[config.mk]
export PLATFORM = sky130hd
export DESIGN_NAME = keccak_stream_master
export DESIGN_NICKNAME = d
export VERILOG_FILES = /design/src/rtl/keccak_pkg_mine.sv /design/src/rtl/keccak_stream_master_word_skid_reg.sv /design/src/rtl/keccak_stream_master.sv
export SDC_FILE = /design/constraint.sdc
export NUM_CORES = 1
export LEC_CHECK = 0
export BUFFER_PORTS_ARGS = -buffer_cell sky130_fd_sc_hd__buf_2
export CAP_MARGIN = 5
export CORE_MARGIN = 3
export CORE_UTILIZATION = 24
export CTS_CLUSTER_DIAMETER = 60
export DETAILED_ROUTE_END_ITERATION = 12
export SLEW_MARGIN = 20
export SYNTH_ARGS = -nofsm -noshare
export SYNTH_HDL_FRONTEND = slang
export SYNTH_SLANG_ARGS = --single-unit
export TNS_END_PERCENT = 5
[constraint.sdc]
create_clock -name clk -period 4.6 [get_ports clk]
set_input_delay 0.92 -clock clk [delete_from_list [all_inputs] [get_ports clk]]
set_output_delay 0.92 -clock clk [all_outputs]
set_load 0.02 [all_outputs]
[src/rtl/keccak_pkg_mine.sv]
// Shared types and constants for the keccak stream master.
// Header layout and mode encodings seen by the SHA3/SHAKE core.
package keccak_pkg_mine;

   typedef enum logic [1:0] {
      IDLE,
      HDR,
      MSG,
      DIG
   } stream_master_state_t;

   localparam int HDR_MODE_HI   = 63;
   localparam int HDR_INLEN_HI  = 61;
   localparam int HDR_OUTLEN_HI = 31;

   localparam logic [1:0] MODE_SHAKE128 = 2'b00;
   localparam logic [1:0] MODE_SHAKE256 = 2'b01;
   localparam logic [1:0] MODE_SHA3_256 = 2'b10;
   localparam logic [1:0] MODE_SHA3_512 = 2'b11;

endpackage

[src/rtl/keccak_stream_master_word_skid_reg.sv]
// One-entry valid/ready register with registered data and valid.
// Accepts a new word whenever empty or being drained in the same cycle.
module word_skid_reg
   import keccak_pkg_mine::*;
#(
   parameter int W = 64
) (
   input  logic         clk,
   input  logic         rst,
   input  logic         up_valid,
   output logic         up_ready,
   input  logic [W-1:0] up_data,
   output logic         dn_valid,
   input  logic         dn_ready,
   output logic [W-1:0] dn_data
);

   assign up_ready = !dn_valid || dn_ready;

   always_ff @(posedge clk) begin
      if (!rst) begin
         dn_valid <= 1'b0;
         dn_data  <= '0;
      end else if (up_valid && up_ready) begin
         dn_valid <= 1'b1;
         dn_data  <= up_data;
      end else if (dn_ready) begin
         dn_valid <= 1'b0;
      end
   end

endmodule

[src/rtl/keccak_stream_master.sv]
// Host-side stream master for the SHA3/SHAKE core: sends header and
// message words to the core, returns the digest as a masked stream.
module keccak_stream_master
   import keccak_pkg_mine::*;
#(
   parameter int W     = 64,
   parameter int LEN_W = 32
) (
   input  logic             clk,
   input  logic             rst,
   input  logic             cmd_valid,
   output logic             cmd_ready,
   input  logic [1:0]       cmd_mode,
   input  logic [LEN_W-1:0] cmd_in_len,
   input  logic [LEN_W-1:0] cmd_out_len,
   input  logic             msg_valid,
   output logic             msg_ready,
   input  logic [W-1:0]     msg_data,
   output logic [W-1:0]     core_data,
   output logic             core_valid_n,
   input  logic             core_ready,
   input  logic [W-1:0]     core_dout,
   input  logic             core_dvalid,
   output logic             core_ready_n,
   output logic             dig_valid,
   input  logic             dig_ready,
   output logic [W-1:0]     dig_data,
   output logic             dig_last,
   output logic             busy
);

   localparam int SH = $clog2(W);

   stream_master_state_t state;

   logic [LEN_W-1:0] n_msg, n_dig;
   logic [LEN_W-1:0] msg_cnt, core_cnt, dig_cnt;
   logic [SH-1:0]    rem;
   logic [LEN_W-1:0] in_len30;
   logic [W-1:0]     hdr_word, m_up_data, d_mask;
   logic             m_up_valid, m_up_ready, m_dn_valid;
   logic             cmd_fire, msg_fire, core_fire;
   logic             dig_load, dig_fire, d_up_ready, d_last_in;
   logic             msg_left, dig_left;
   logic [W:0]       d_dn;
   logic             unused_len_hi;

   function automatic logic [LEN_W-1:0] ceil_words(
      input logic [LEN_W-1:0] len
   );
      return (len >> SH) + LEN_W'(|len[SH-1:0]);
   endfunction

   assign unused_len_hi = ^cmd_in_len[LEN_W-1:LEN_W-2];
   assign in_len30 = {2'b00, cmd_in_len[LEN_W-3:0]};

   always_comb begin
      hdr_word = '0;
      hdr_word[HDR_MODE_HI -: 2]   = cmd_mode;
      hdr_word[HDR_INLEN_HI -: 30] = cmd_in_len[29:0];
      hdr_word[HDR_OUTLEN_HI:0]    = cmd_out_len;
   end

   // Header goes through the same register as the message words
   assign cmd_ready  = rst && !busy;
   assign cmd_fire   = cmd_valid && cmd_ready;
   assign msg_left   = msg_cnt < n_msg;
   assign msg_ready  = (state == MSG) && msg_left && m_up_ready;
   assign msg_fire   = msg_valid && msg_ready;
   assign m_up_valid = cmd_fire || msg_fire;
   assign m_up_data  = (state == IDLE) ? hdr_word : msg_data;

   word_skid_reg #(.W(W)) u_msg_reg (
      .clk      (clk),
      .rst      (rst),
      .up_valid (m_up_valid),
      .up_ready (m_up_ready),
      .up_data  (m_up_data),
      .dn_valid (m_dn_valid),
      .dn_ready (core_ready),
      .dn_data  (core_data)
   );

   assign core_valid_n = !m_dn_valid;
   assign core_fire    = m_dn_valid && core_ready;

   assign dig_left     = dig_cnt < n_dig;
   assign core_ready_n = !((state == DIG) && dig_left && d_up_ready);
   assign dig_load     = core_dvalid && !core_ready_n;
   assign d_last_in    = (dig_cnt + LEN_W'(1)) == n_dig;
   assign d_mask       = (d_last_in && rem != '0)
                       ? ~({W{1'b1}} << rem) : {W{1'b1}};

   word_skid_reg #(.W(W + 1)) u_dig_reg (
      .clk      (clk),
      .rst      (rst),
      .up_valid (dig_load),
      .up_ready (d_up_ready),
      .up_data  ({d_last_in, core_dout & d_mask}),
      .dn_valid (dig_valid),
      .dn_ready (dig_ready),
      .dn_data  (d_dn)
   );

   assign {dig_last, dig_data} = d_dn;
   assign dig_fire = dig_valid && dig_ready;

   always_ff @(posedge clk) begin
      if (!rst) begin
         state    <= IDLE;
         busy     <= 1'b0;
         n_msg    <= '0;
         n_dig    <= '0;
         rem      <= '0;
         msg_cnt  <= '0;
         core_cnt <= '0;
         dig_cnt  <= '0;
      end else begin
         case (state)
            IDLE: if (cmd_fire) begin
               state    <= HDR;
               busy     <= 1'b1;
               n_msg    <= ceil_words(in_len30);
               n_dig    <= ceil_words(cmd_out_len);
               rem      <= cmd_out_len[SH-1:0];
               msg_cnt  <= '0;
               core_cnt <= '0;
               dig_cnt  <= '0;
            end
            HDR: if (core_fire) begin
               if (n_msg != '0) begin
                  state <= MSG;
               end else if (n_dig != '0) begin
                  state <= DIG;
               end else begin
                  state <= IDLE;
                  busy  <= 1'b0;
               end
            end
            MSG: begin
               if (msg_fire) msg_cnt <= msg_cnt + LEN_W'(1);
               if (core_fire) begin
                  core_cnt <= core_cnt + LEN_W'(1);
                  if (core_cnt + LEN_W'(1) == n_msg) begin
                     if (n_dig != '0) begin
                        state <= DIG;
                     end else begin
                        state <= IDLE;
                        busy  <= 1'b0;
                     end
                  end
               end
            end
            DIG: begin
               if (dig_load) dig_cnt <= dig_cnt + LEN_W'(1);
               if (dig_fire && dig_last) begin
                  state <= IDLE;
                  busy  <= 1'b0;
               end
            end
            default: state <= IDLE;
         endcase
      end
   end

endmodule

==> key figures, run 1 <==
Floorplanning
  – Initial Utilization: 24.4%
  – Core Region: 0.0751 mm2
  – Core Rows: 100
  – Die Width: 282 um
  – Chip height: 282 um
  – # IOs: 336
  – Die ar.: 0.0798 mm2

Worst hold path
  – Hold depth: 2
  – Worst min path class: reg2reg

Finish
  – Most frequent cells in the layout: buf_2 (332), dfxtp_1 (288), nand2_1 (205)
  – Post-route insts no fill: 3560
  – Post-synthesis to final-layout area growth: 21.2%
  – Finished Core Util: 29.6%
  – Share of cells above drive strength 1: 19.6%
  – Number of fill cells: 8188
  – Commonest non-fill, non-tap cell in the layout: buf_2
  – Final nets: 2816

Pwr
  – Sw Pwr: 3.17 mW
  – Seq pwr share: 34.1%
  – Maximum vdd drop: 0.000226 V
  – Pint: 5.32 mW
  – Comb power frac: 29.2%
  – Pleak: 8.92 nW
  – Power density over cell area: 382 mW/mm2
  – Clock power share: 36.7%
  – Switching Fraction: 37.3%

Routing
  – Met1 WL: 28.9 mm
  – DR iter-0 viols: 1645
  – Max Used Layer: met5
  – Via/cell ratio: 5.40
  – Routed Antenna Nets: 0
  – Routed WL: 68.2 mm
  – Met2 WL: 31.5 mm
  – # DRC: 0
  – Met3 wire len: 4.57 mm
  – Routed via count: 19200
  – Drt pass-1 iters: 6
  – WL/cell: 19.2 um

Synthesis
  – Post-synth cell types: 84
  – Post-synth top flop: dfxtp_1
  – Post-synthesis cell area: 0.0183 mm2
  – Post-synthesis compound-gate area fraction: 22.1%
  – Register area share after synthesis: 31.4%
  – Main combinational cell family by area after synthesis: simple AND/OR/NAND/NOR gates
  – Multiplexer area fraction after synthesis: 3.90%
  – Simple-Gate Fraction of Synth Area: 27.0%
  – Mapped Cells: 2322
  – EDFF count, synth: 0
  – Synth Area per Inst: 7.90 um2
  – Synth Area in Adders: 4.23%
  – Synth Register Bits: 288
  – Ys Warns: 0
  – Ys async rst share: 0%
  – Syn Nets: 2585
  – Post-Synth XOR/XNOR Area: 5.20%

Global routing
  – Largest net degree at the start of global routing: 189
  – Vias in the first global route: 18300
  – Initial antenna violation count: 9
  – Global-route wire length before repair: 105 mm
  – GRT overflow: 0
  – Total GRT Usage: 16.4%

Timing
  – Final Worst Setup Slack: 0.349 ns
  – Tcrit/Tclk final: 92.4%
  – RSZ-0062 raised after global routing: false
  – Fmax: 235 MHz
  – Setup tns final: 0 ns
  – Tmin final: 4.25 ns
  – Slew Limit Fails: 0
  – # setup viols final: 0
  – Worst-Margin Slew: 1.01 ns
  – Clock skew: 0.0346 ns
  – Final hold vios: 0
  – Slew HR: 32.1%

Setup path
  – Critical Path RT: 3.68 ns
  – WP data arrival: 3.33 ns
  – Largest fanout on the critical path: 13
  – Worst path depth: 11
  – CP max stage delay: 0.42 ns
  – Crit path max-delay family: compound AO/OA/AOI/OAI gates
  – CP Capture Type: output pin
  – Worst r2r path cells: 10
  – CP Buf/Inv Count: 3
  – Crit start category: flip-flop
  – Most frequent CP cell: a21o_1
  – CP Cell Sequence: inv_1 -> ha_1 -> a21o_1 -> a21o_1 -> a21oi_1 -> o211ai_1 -> nand2_1 -> o21ai_0 -> a2111oi_2 -> buf_4 -> buf_2
  – CP Class: reg2out
  – Slowest CP cell: dfxtp_1

Placed design
  – GP Congestion: 0.903
  – Dpl cells: 3479
  – Detailed Place HPWL: 49.1 mm
  – Dpl ws: 0.453 ns
  – IO Port Bufs: 333

Clock network
  – Clock sinks: 288
  – Post-CTS Setup Inserts: 0
  – Num CTS Buffers: 41
  – Post-CTS Hold Fix Bufs: 0
  – Clock tree from TritonCTS: built
  – Clock slew at reported path FFs: 0.06 ns
  – Root buf cell: clkbuf_16
  – Clock Tree Buf Depth: 3
  – Skew-Pair Late Insertion Delay: 0.59 ns
  – CTS H-tree lvls: 2

Run
  – Max Cap Viol: 0

Status
  – Status: finished clean
synth_stat cells, drive strengths merged (7+ instances only):
library cell	count	area, um2
dfxtp	288	5770
nand2	205	769
nor2	162	608
clkbuf	156	589
nand4	132	838
nand3	131	686
a21oi	89	445
inv	81	304
o31ai	75	568
o21ai	74	370
mux2i	67	671
ha	62	776
xnor2	58	508
and3	55	345
nor4	53	350
a211oi	51	383
xor2	51	447
nor3	48	240
o311ai	47	412
a32oi	42	368
buf	39	208
or3	34	215
a21o	33	248
o211ai	33	248
or4	30	233
nand2b	25	156
a31oi	21	131
a22oi	19	143
nor2b	18	113
a311oi	15	131
and2	14	90.1
or2	10	62.6
o2111ai	9	78.8
and4	8	70.1
a31o	7	61.3
cells by family (layout without fill, tap and decap cells):
family / Yosys count / count (layout)
multiplexers: 71 / 71
flip-flops: 288 / 288
other: 0 / 10
AND/OR/NAND/NOR: 946 / 946
XOR/XNOR: 109 / 109
adder cells (fa/ha/maj): 62 / 62
AO/OA/AOI/OAI: 567 / 567
buffers and inverters: 279 / 538
repair_timing:
item,in CTS,in global routing
endpoints found under the hold margin,0,0
endpoints found under the setup margin,1,1
gates resized for setup,2,1
final cells by class:
type	count	area, um2	share of cell area [%]
Antenna cell	10	25.0	0.113
Clock buffer	51	1120	5.05
Clock inverter	20	180	0.810
Inverter	82	313	1.41
Multi-Input combinational cell	1755	11500	51.8
Sequential cell	288	5770	25.9
Tap cell	969	1210	5.45
Timing Repair Buffer	385	2100	9.45
final timing paths:
path | from | to | slack (ns)
hold reg to reg | msg_cnt[26] | msg_cnt[26] | 0.44
setup / recovery | n_msg[17] | msg_ready | 0.35
hold / removal | msg_cnt[26] | msg_cnt[26] | 0.44
setup reg to reg | dig_cnt[0] | u_dig_reg.dn_data[41] | 0.42
per-stage QoR:
step | total power, mW | hold slack (ns) | area (um2)
floorplan | 4.52 | 0.421 | 18300
global placement | 5.39 | 0.433 | 20900
detailed placement | 5.40 | 0.437 | 20900
CTS | 8.55 | 0.446 | 22200
global route | 8.91 | 0.460 | 22200
finish | 8.49 | 0.445 | 22200
metal layers:
layer,up-vias,track usage (%)
met5,-,0
met4,2,7.97
met3,167,3.38
met2,673,26.2
met1,9142,21.0
li1,9251,-
registers in the layout (all words and copies together), names as in the netlist:
signal              count
state                   2
msg_cnt                32
u_dig_reg.dn_data      65
n_msg                  25
u_dig_reg.dn_valid      1
core_cnt               32
rem                     6
n_dig                  27
busy                    1
u_msg_reg.dn_valid      1
dig_cnt                32
u_msg_reg.dn_data      64
power by group through the flow:
stage / Combinational (mW) / Sequential [mW] / Clock, mW
2_1_floorplan: 1.56 / 2.96 / 0
3_3_place_gp: 2.45 / 2.94 / 0
3_5_place_dp: 2.45 / 2.94 / 0
4_1_cts: 2.46 / 2.89 / 3.19
5_1_grt: 2.70 / 2.92 / 3.29
6_report: 2.48 / 2.89 / 3.12
tightest hold or removal path, cell delays in order, from the launching register on:
cell     delay, ns
dfxtp_1       0.32
inv_1         0.05
nor2_1        0.03
No activity file was read; power rests on OpenSTA's default activity.
==> run 2, diff against run 1 <==
--- a/config.mk
+++ b/config.mk
@@ -11,6 +11,7 @@
 export CORE_UTILIZATION = 24
 export CTS_CLUSTER_DIAMETER = 60
 export DETAILED_ROUTE_END_ITERATION = 12
+export REMOVE_ABC_BUFFERS = 1
 export SLEW_MARGIN = 20
 export SYNTH_ARGS = -nofsm -noshare
 export SYNTH_HDL_FRONTEND = slang
==> key figures, run 2 (synthesized netlist as in run 1, its figures left out) <==
Floorplanning
  – # IOs: 336
  – Die ar.: 0.0798 mm2
  – Core Rows: 100
  – Die Width: 282 um
  – Initial Utilization: 24.4%
  – Core Region: 0.0751 mm2
  – Chip height: 282 um

Setup path
  – CP max stage delay: 0.92 ns
  – CP Capture Type: flip-flop
  – Worst r2r path cells: 9
  – Largest fanout on the critical path: 16
  – Crit start category: flip-flop
  – Reg2Reg Launch Point: dig_cnt[0]
  – WP data arrival: 4.64 ns
  – Crit path max-delay family: simple AND/OR/NAND/NOR gates
  – Flop2flop setup slack: 0.36 ns
  – CP Class: reg2reg
  – R2R Path End: u_dig_reg.dn_data[11]
  – Slowest CP cell: or4_2
  – CP Buf/Inv Count: 0
  – CP Cell Sequence: ha_1 -> nand4_1 -> nor4_2 -> nand3_1 -> xnor2_1 -> or4_1 -> or4_2 -> nor3_1 -> a22oi_1
  – Critical Path RT: 5.01 ns

Timing
  – Slew HR: 30.3%
  – Fmax: 236 MHz
  – Tcrit/Tclk final: 92.1%
  – RSZ-0062 raised after global routing: false
  – Tmin final: 4.24 ns
  – Final hold vios: 0
  – # setup viols final: 0
  – Slew Limit Fails: 0
  – Setup tns final: 0 ns
  – Clock skew: 0.0160 ns
  – Worst-Margin Slew: 1.03 ns

Clock network
  – Post-CTS Hold Fix Bufs: 0
  – Clock sinks: 288
  – Clock tree from TritonCTS: built
  – # resized after CTS: 0
  – Clock Tree Buf Depth: 3
  – Num CTS Buffers: 39
  – Skew-Pair Late Insertion Delay: 0.56 ns
  – Clock slew at reported path FFs: 0.06 ns
  – CTS H-tree lvls: 2
  – Root buf cell: clkbuf_16
  – Post-CTS Setup Inserts: 0

Worst hold path
  – Worst Hold Path EP: u_dig_reg.dn_data[2]
  – Hold depth: 2
  – Worst Hold Launch: u_dig_reg.dn_data[2]
  – Worst min path class: reg2reg

Routing
  – Routed Antenna Nets: 0
  – Routed via count: 19100
  – WL/cell: 19.4 um
  – Drt pass-1 iters: 5
  – DR iter-0 viols: 1558
  – Routed WL: 69.1 mm
  – Via/cell ratio: 5.37
  – # DRC: 0

Global routing
  – Vias in the first global route: 17700
  – Largest net degree at the start of global routing: 190
  – Global-route wire length before repair: 105 mm
  – Total GRT Usage: 16.5%
  – GRT overflow: 0
  – Initial antenna violation count: 10

Finish
  – Final nets: 2818
  – Max reg flops: 65
  – Most frequent cells in the layout: buf_2 (332), dfxtp_1 (288), nand2_1 (205)
  – Commonest non-fill, non-tap cell in the layout: buf_2
  – Post-synthesis to final-layout area growth: 21.8%
  – Most flop-heavy register: u_dig_reg.dn_data
  – Number of fill cells: 8122
  – Largest regs: u_dig_reg.dn_data (65), u_msg_reg.dn_data (64)
  – Share of cells above drive strength 1: 19.6%

Pwr
  – Power density over cell area: 387 mW/mm2
  – Maximum vdd drop: 0.000264 V
  – Power consumption: 8.65 mW
  – Pleak: 8.98 nW

Placed design
  – Detailed Place HPWL: 49.9 mm
  – GP Congestion: 0.898
  – IO Port Bufs: 333

Run
  – Max Cap Viol: 0

Status
  – Status: finished clean
[run 2: cell count changes in the layout (fill, tap and decap cells not counted), moves of 2 or more]
cell,change
inv_6,-5
bufinv_16,+3
clkbuf_1,+3
buf_12,+2
buf_4,+2
clkbuf_8,+2
clkinv_2,-2
[run 2: per-stage QoR]
stage	hold slack [ns]	instance area [um2]	worst slack, ns	cells	utilization, %
6_report	0.443	22400	0.363	3564	29.8
5_1_grt	0.464	22300	0.0976	3563	29.8
4_1_cts	0.445	22300	0.301	3554	29.7
3_5_place_dp	0.434	21000	0.375	3483	27.9
3_3_place_gp	0.431	21000	0.502	3483	27.9
2_1_floorplan	0.421	17500	-5.05	2125	-
[run 2: tightest hold or removal path, cell delays in order, from the launching register on]
cell	delay, ns
dfxtp_1	0.31
nand2_1	0.05
o21ai_1	0.05
[run 2: report_power, final]
part	total [mW]	leakage, nW	internal [mW]	switching, mW
Sequential	2.88	2.33	2.68	0.203
Clock	3.24	0.664	1.99	1.24
Combinational	2.53	5.98	0.854	1.67
[run 2: how the worst max path moves through the flow]
| stage | endpoint | start | slack (ns) | depth (start not counted) |
|---|---|---|---|---|
| 2_1_floorplan | u_dig_reg.dn_data[38] | rst | -5.05 | 4 |
| 3_3_place_gp | u_dig_reg.dn_data[6] | dig_cnt[0] | 0.50 | 9 |
| 3_5_place_dp | u_dig_reg.dn_data[11] | dig_cnt[0] | 0.38 | 9 |
| 4_1_cts | msg_ready | n_msg[9] | 0.30 | 12 |
| 5_1_grt | msg_ready | n_msg[9] | 0.1 | 12 |
| 6_report | u_dig_reg.dn_data[11] | dig_cnt[0] | 0.36 | 9 |
[run 2: layout make-up]
class                   count  area [um2]  share of cell area (%)
inverters                  82         313                    1.40
well taps                 969        1210                    5.42
clock buffers              56        1160                    5.20
flip-flops and latches    288        5770                    25.8
diodes                     10        25.0                   0.112
clock inverters            15         199                   0.890
repair buffers            389        2160                    9.65
multi-input cells        1755       11500                    51.5
[run 2: layer usage]
| metal | track usage, % | wire length [um] | vias to the layer above |
|---|---|---|---|
| li1 | - | - | 9241 |
| met1 | 22.7 | 31100 | 9108 |
| met2 | 26.1 | 31700 | 660 |
| met3 | 2.28 | 3960 | 122 |
| met4 | 5.86 | 2310 | 2 |
| met5 | 0 | 11 | - |
==> run 3, diff against run 2 <==
--- a/config.mk
+++ b/config.mk
@@ -15,5 +15,6 @@
 export SLEW_MARGIN = 20
 export SYNTH_ARGS = -nofsm -noshare
 export SYNTH_HDL_FRONTEND = slang
+export SYNTH_HIERARCHICAL = 1
 export SYNTH_SLANG_ARGS = --single-unit
 export TNS_END_PERCENT = 5
==> key figures, run 3 <==
Synthesis
  – Ys async rst share: 0%
  – Cell with the most instances after synthesis: nand2_1
  – Post-synthesis cell area: 0.0180 mm2
  – Synth Register Bits: 288
  – Largest area contributor in the netlist: dfxtp_1
  – Main combinational cell family by area after synthesis: simple AND/OR/NAND/NOR gates
  – Ys Warns: 6
  – Post-synthesis compound-gate area fraction: 13.9%
  – Post-synth cell types: 82
  – Synth Area per Inst: 7.94 um2
  – Multiplexer area fraction after synthesis: 11.9%
  – Top cells by count, synth: nand2_1 (433), dfxtp_1 (288), nor2_1 (174)
  – Post-synth top flop: dfxtp_1
  – Post-Synth XOR/XNOR Area: 6.61%
  – Simple-Gate Fraction of Synth Area: 25.5%
  – Synth top area cells: dfxtp_1 (32%), nand2_1 (9.0%), mux2i_1 (7.9%), ha_1 (4.3%), mux2_2 (4.0%)
  – Mapped Cells: 2269
  – Synth Area in Adders: 4.31%
  – Synth top area share: 32.0%
  – Register area share after synthesis: 32.0%
  – EDFF count, synth: 0

Setup path
  – Crit start category: flip-flop
  – Most frequent CP cell: o21a_1
  – CP Capture Type: output pin
  – CP Cell Sequence: inv_1 -> ha_1 -> nor2b_1 -> o21a_1 -> o21a_1 -> o21ai_0 -> a2111oi_0 -> buf_4 -> o21bai_1 -> a21oi_1 -> nand2b_1 -> buf_2
  – Slowest CP cell: a2111oi_0
  – WP data arrival: 3.12 ns
  – Critical Path RT: 3.68 ns
  – CP Class: reg2out
  – Largest fanout on the critical path: 4
  – Worst r2r path cells: 13
  – CP max stage delay: 0.43 ns

Timing
  – Worst-Margin Slew: 0.950 ns
  – Fmax: 247 MHz
  – Final Worst Setup Slack: 0.556 ns
  – # setup viols final: 0
  – Tcrit/Tclk final: 87.9%
  – Final hold vios: 0
  – Clock skew: 0.0248 ns
  – Slew Limit Fails: 0
  – RSZ-0062 raised after global routing: false
  – Slew HR: 36.7%
  – Tmin final: 4.04 ns

Global routing
  – Global-route wire length before repair: 91.1 mm
  – Total GRT Usage: 14.4%
  – GRT overflow: 0
  – Grt met3 use: 3.29%
  – Met1 GRT Util: 18.3%
  – Largest net degree at the start of global routing: 203
  – Top Usage Layer GRT: met2
  – Initial antenna violation count: 3
  – Met2 GRT Util: 23.9%
  – Vias in the first global route: 15900

Floorplanning
  – # IOs: 336
  – Die Width: 280 um
  – Chip height: 280 um
  – Initial Utilization: 24.4%
  – Core Region: 0.0737 mm2
  – Core Rows: 99
  – Die ar.: 0.0784 mm2

Clock network
  – Clock sinks: 288
  – Num CTS Buffers: 35
  – CTS H-tree lvls: 2
  – Post-CTS Setup Inserts: 0
  – Clock Tree Buf Depth: 3
  – Clock tree from TritonCTS: built
  – Post-CTS Hold Fix Bufs: 0
  – Clock slew at reported path FFs: 0.06 ns
  – Skew-Pair Late Insertion Delay: 0.54 ns
  – Root buf cell: clkbuf_16
  – # resized after CTS: 0

Routing
  – Routed WL: 59.2 mm
  – WL/cell: 16.9 um
  – Routed via count: 16900
  – DR iter-0 viols: 974
  – Via/cell ratio: 4.82
  – Routed Antenna Nets: 0
  – Drt pass-1 iters: 6
  – # DRC: 0

Status
  – Status: finished clean

Finish
  – Post-route insts no fill: 3514
  – Post-synthesis to final-layout area growth: 20.5%
  – Number of fill cells: 7861
  – Commonest non-fill, non-tap cell in the layout: nand2_1
  – Most frequent cells in the layout: nand2_1 (433), buf_2 (332), dfxtp_1 (288)
  – Most flop-heavy register: u_dig_reg/dn_data
  – Final nets: 2789
  – Share of cells above drive strength 1: 20.3%
  – Largest regs: u_dig_reg/dn_data (65), u_msg_reg/dn_data (64)
  – Max reg flops: 65

Run
  – Max Cap Viol: 0

Placed design
  – GP Congestion: 0.891
  – Detailed Place HPWL: 43.8 mm
  – Dpl ws: 0.667 ns
  – Dpl cells: 3448
  – IO Port Bufs: 333

Pwr
  – Power density over cell area: 386 mW/mm2
  – Maximum vdd drop: 0.000304 V
  – Pleak: 8.72 nW

Worst hold path
  – Worst min path class: reg2reg
  – Hold depth: 2
## run 3: cells by family after synthesis
| kind of cell | Yosys count |
|---|---|
| adder cells (fa/ha/maj) | 62 |
| flip-flops | 288 |
| AND/OR/NAND/NOR | 976 |
| buffers and inverters | 224 |
| multiplexers | 206 |
| XOR/XNOR | 136 |
| AO/OA/AOI/OAI | 377 |
## run 3: per-stage QoR
stage	util [%]	hold WS [ns]	total power [mW]	setup TNS [ns]	instance area, um2
2_1_floorplan	-	0.438	4.49	-60.14	17300
3_3_place_gp	27.7	0.438	5.37	0	20400
3_5_place_dp	27.7	0.443	5.39	0	20400
4_1_cts	29.4	0.456	8.46	0	21700
5_1_grt	29.4	0.468	8.81	0	21700
6_report	29.5	0.454	8.38	0	21700
## run 3: final timing paths
check                                        endpoint  slack (ns)                  start
worst max-delay path                     core_ready_n        0.56               n_dig[1]
worst min-delay path            u_msg_reg/dn_data[62]        0.45  u_msg_reg/dn_data[62]
worst max register to register  u_dig_reg/dn_data[26]        0.64            dig_cnt[12]
worst min register to register  u_msg_reg/dn_data[62]        0.45  u_msg_reg/dn_data[62]
## run 3: cell type report
type                            instances  area (um2)  area share [%]
Inverter                               77         290            1.34
Clock buffer                           47        1010            4.66
Timing Repair Buffer                  367        1970            9.07
Antenna cell                            2        5.00          0.0231
Tap cell                              959        1200            5.53
Multi-Input combinational cell       1757       11200            51.7
Sequential cell                       288        5770            26.6
Clock inverter                         17         243            1.12
## run 3: metal layers
layer  wire [um]  vias up
li1            -     8454
met1       26200     7862
met2       27000      499
met3        3810      111
met4        2290        0
met5           0        -
## run 3: report_power, final
| part | switching, mW | total, mW | internal, mW | leakage (nW) |
|---|---|---|---|---|
| Sequential | 0.214 | 2.91 | 2.70 | 2.34 |
| Clock | 1.20 | 3.04 | 1.84 | 0.623 |
| Combinational | 1.45 | 2.43 | 0.978 | 5.76 |
| Total | 2.86 | 8.38 | 5.52 | 8.72 |
## run 3: critical path, delay by kind of cell (launching register included)
kind / cells / cell delay [ns]
flip-flops: 1 / 0.39
buffers and inverters: 3 / 0.46
AND/OR/NAND/NOR: 2 / 0.36
AO/OA/AOI/OAI: 6 / 1.12
adder cells (fa/ha/maj): 1 / 0.26
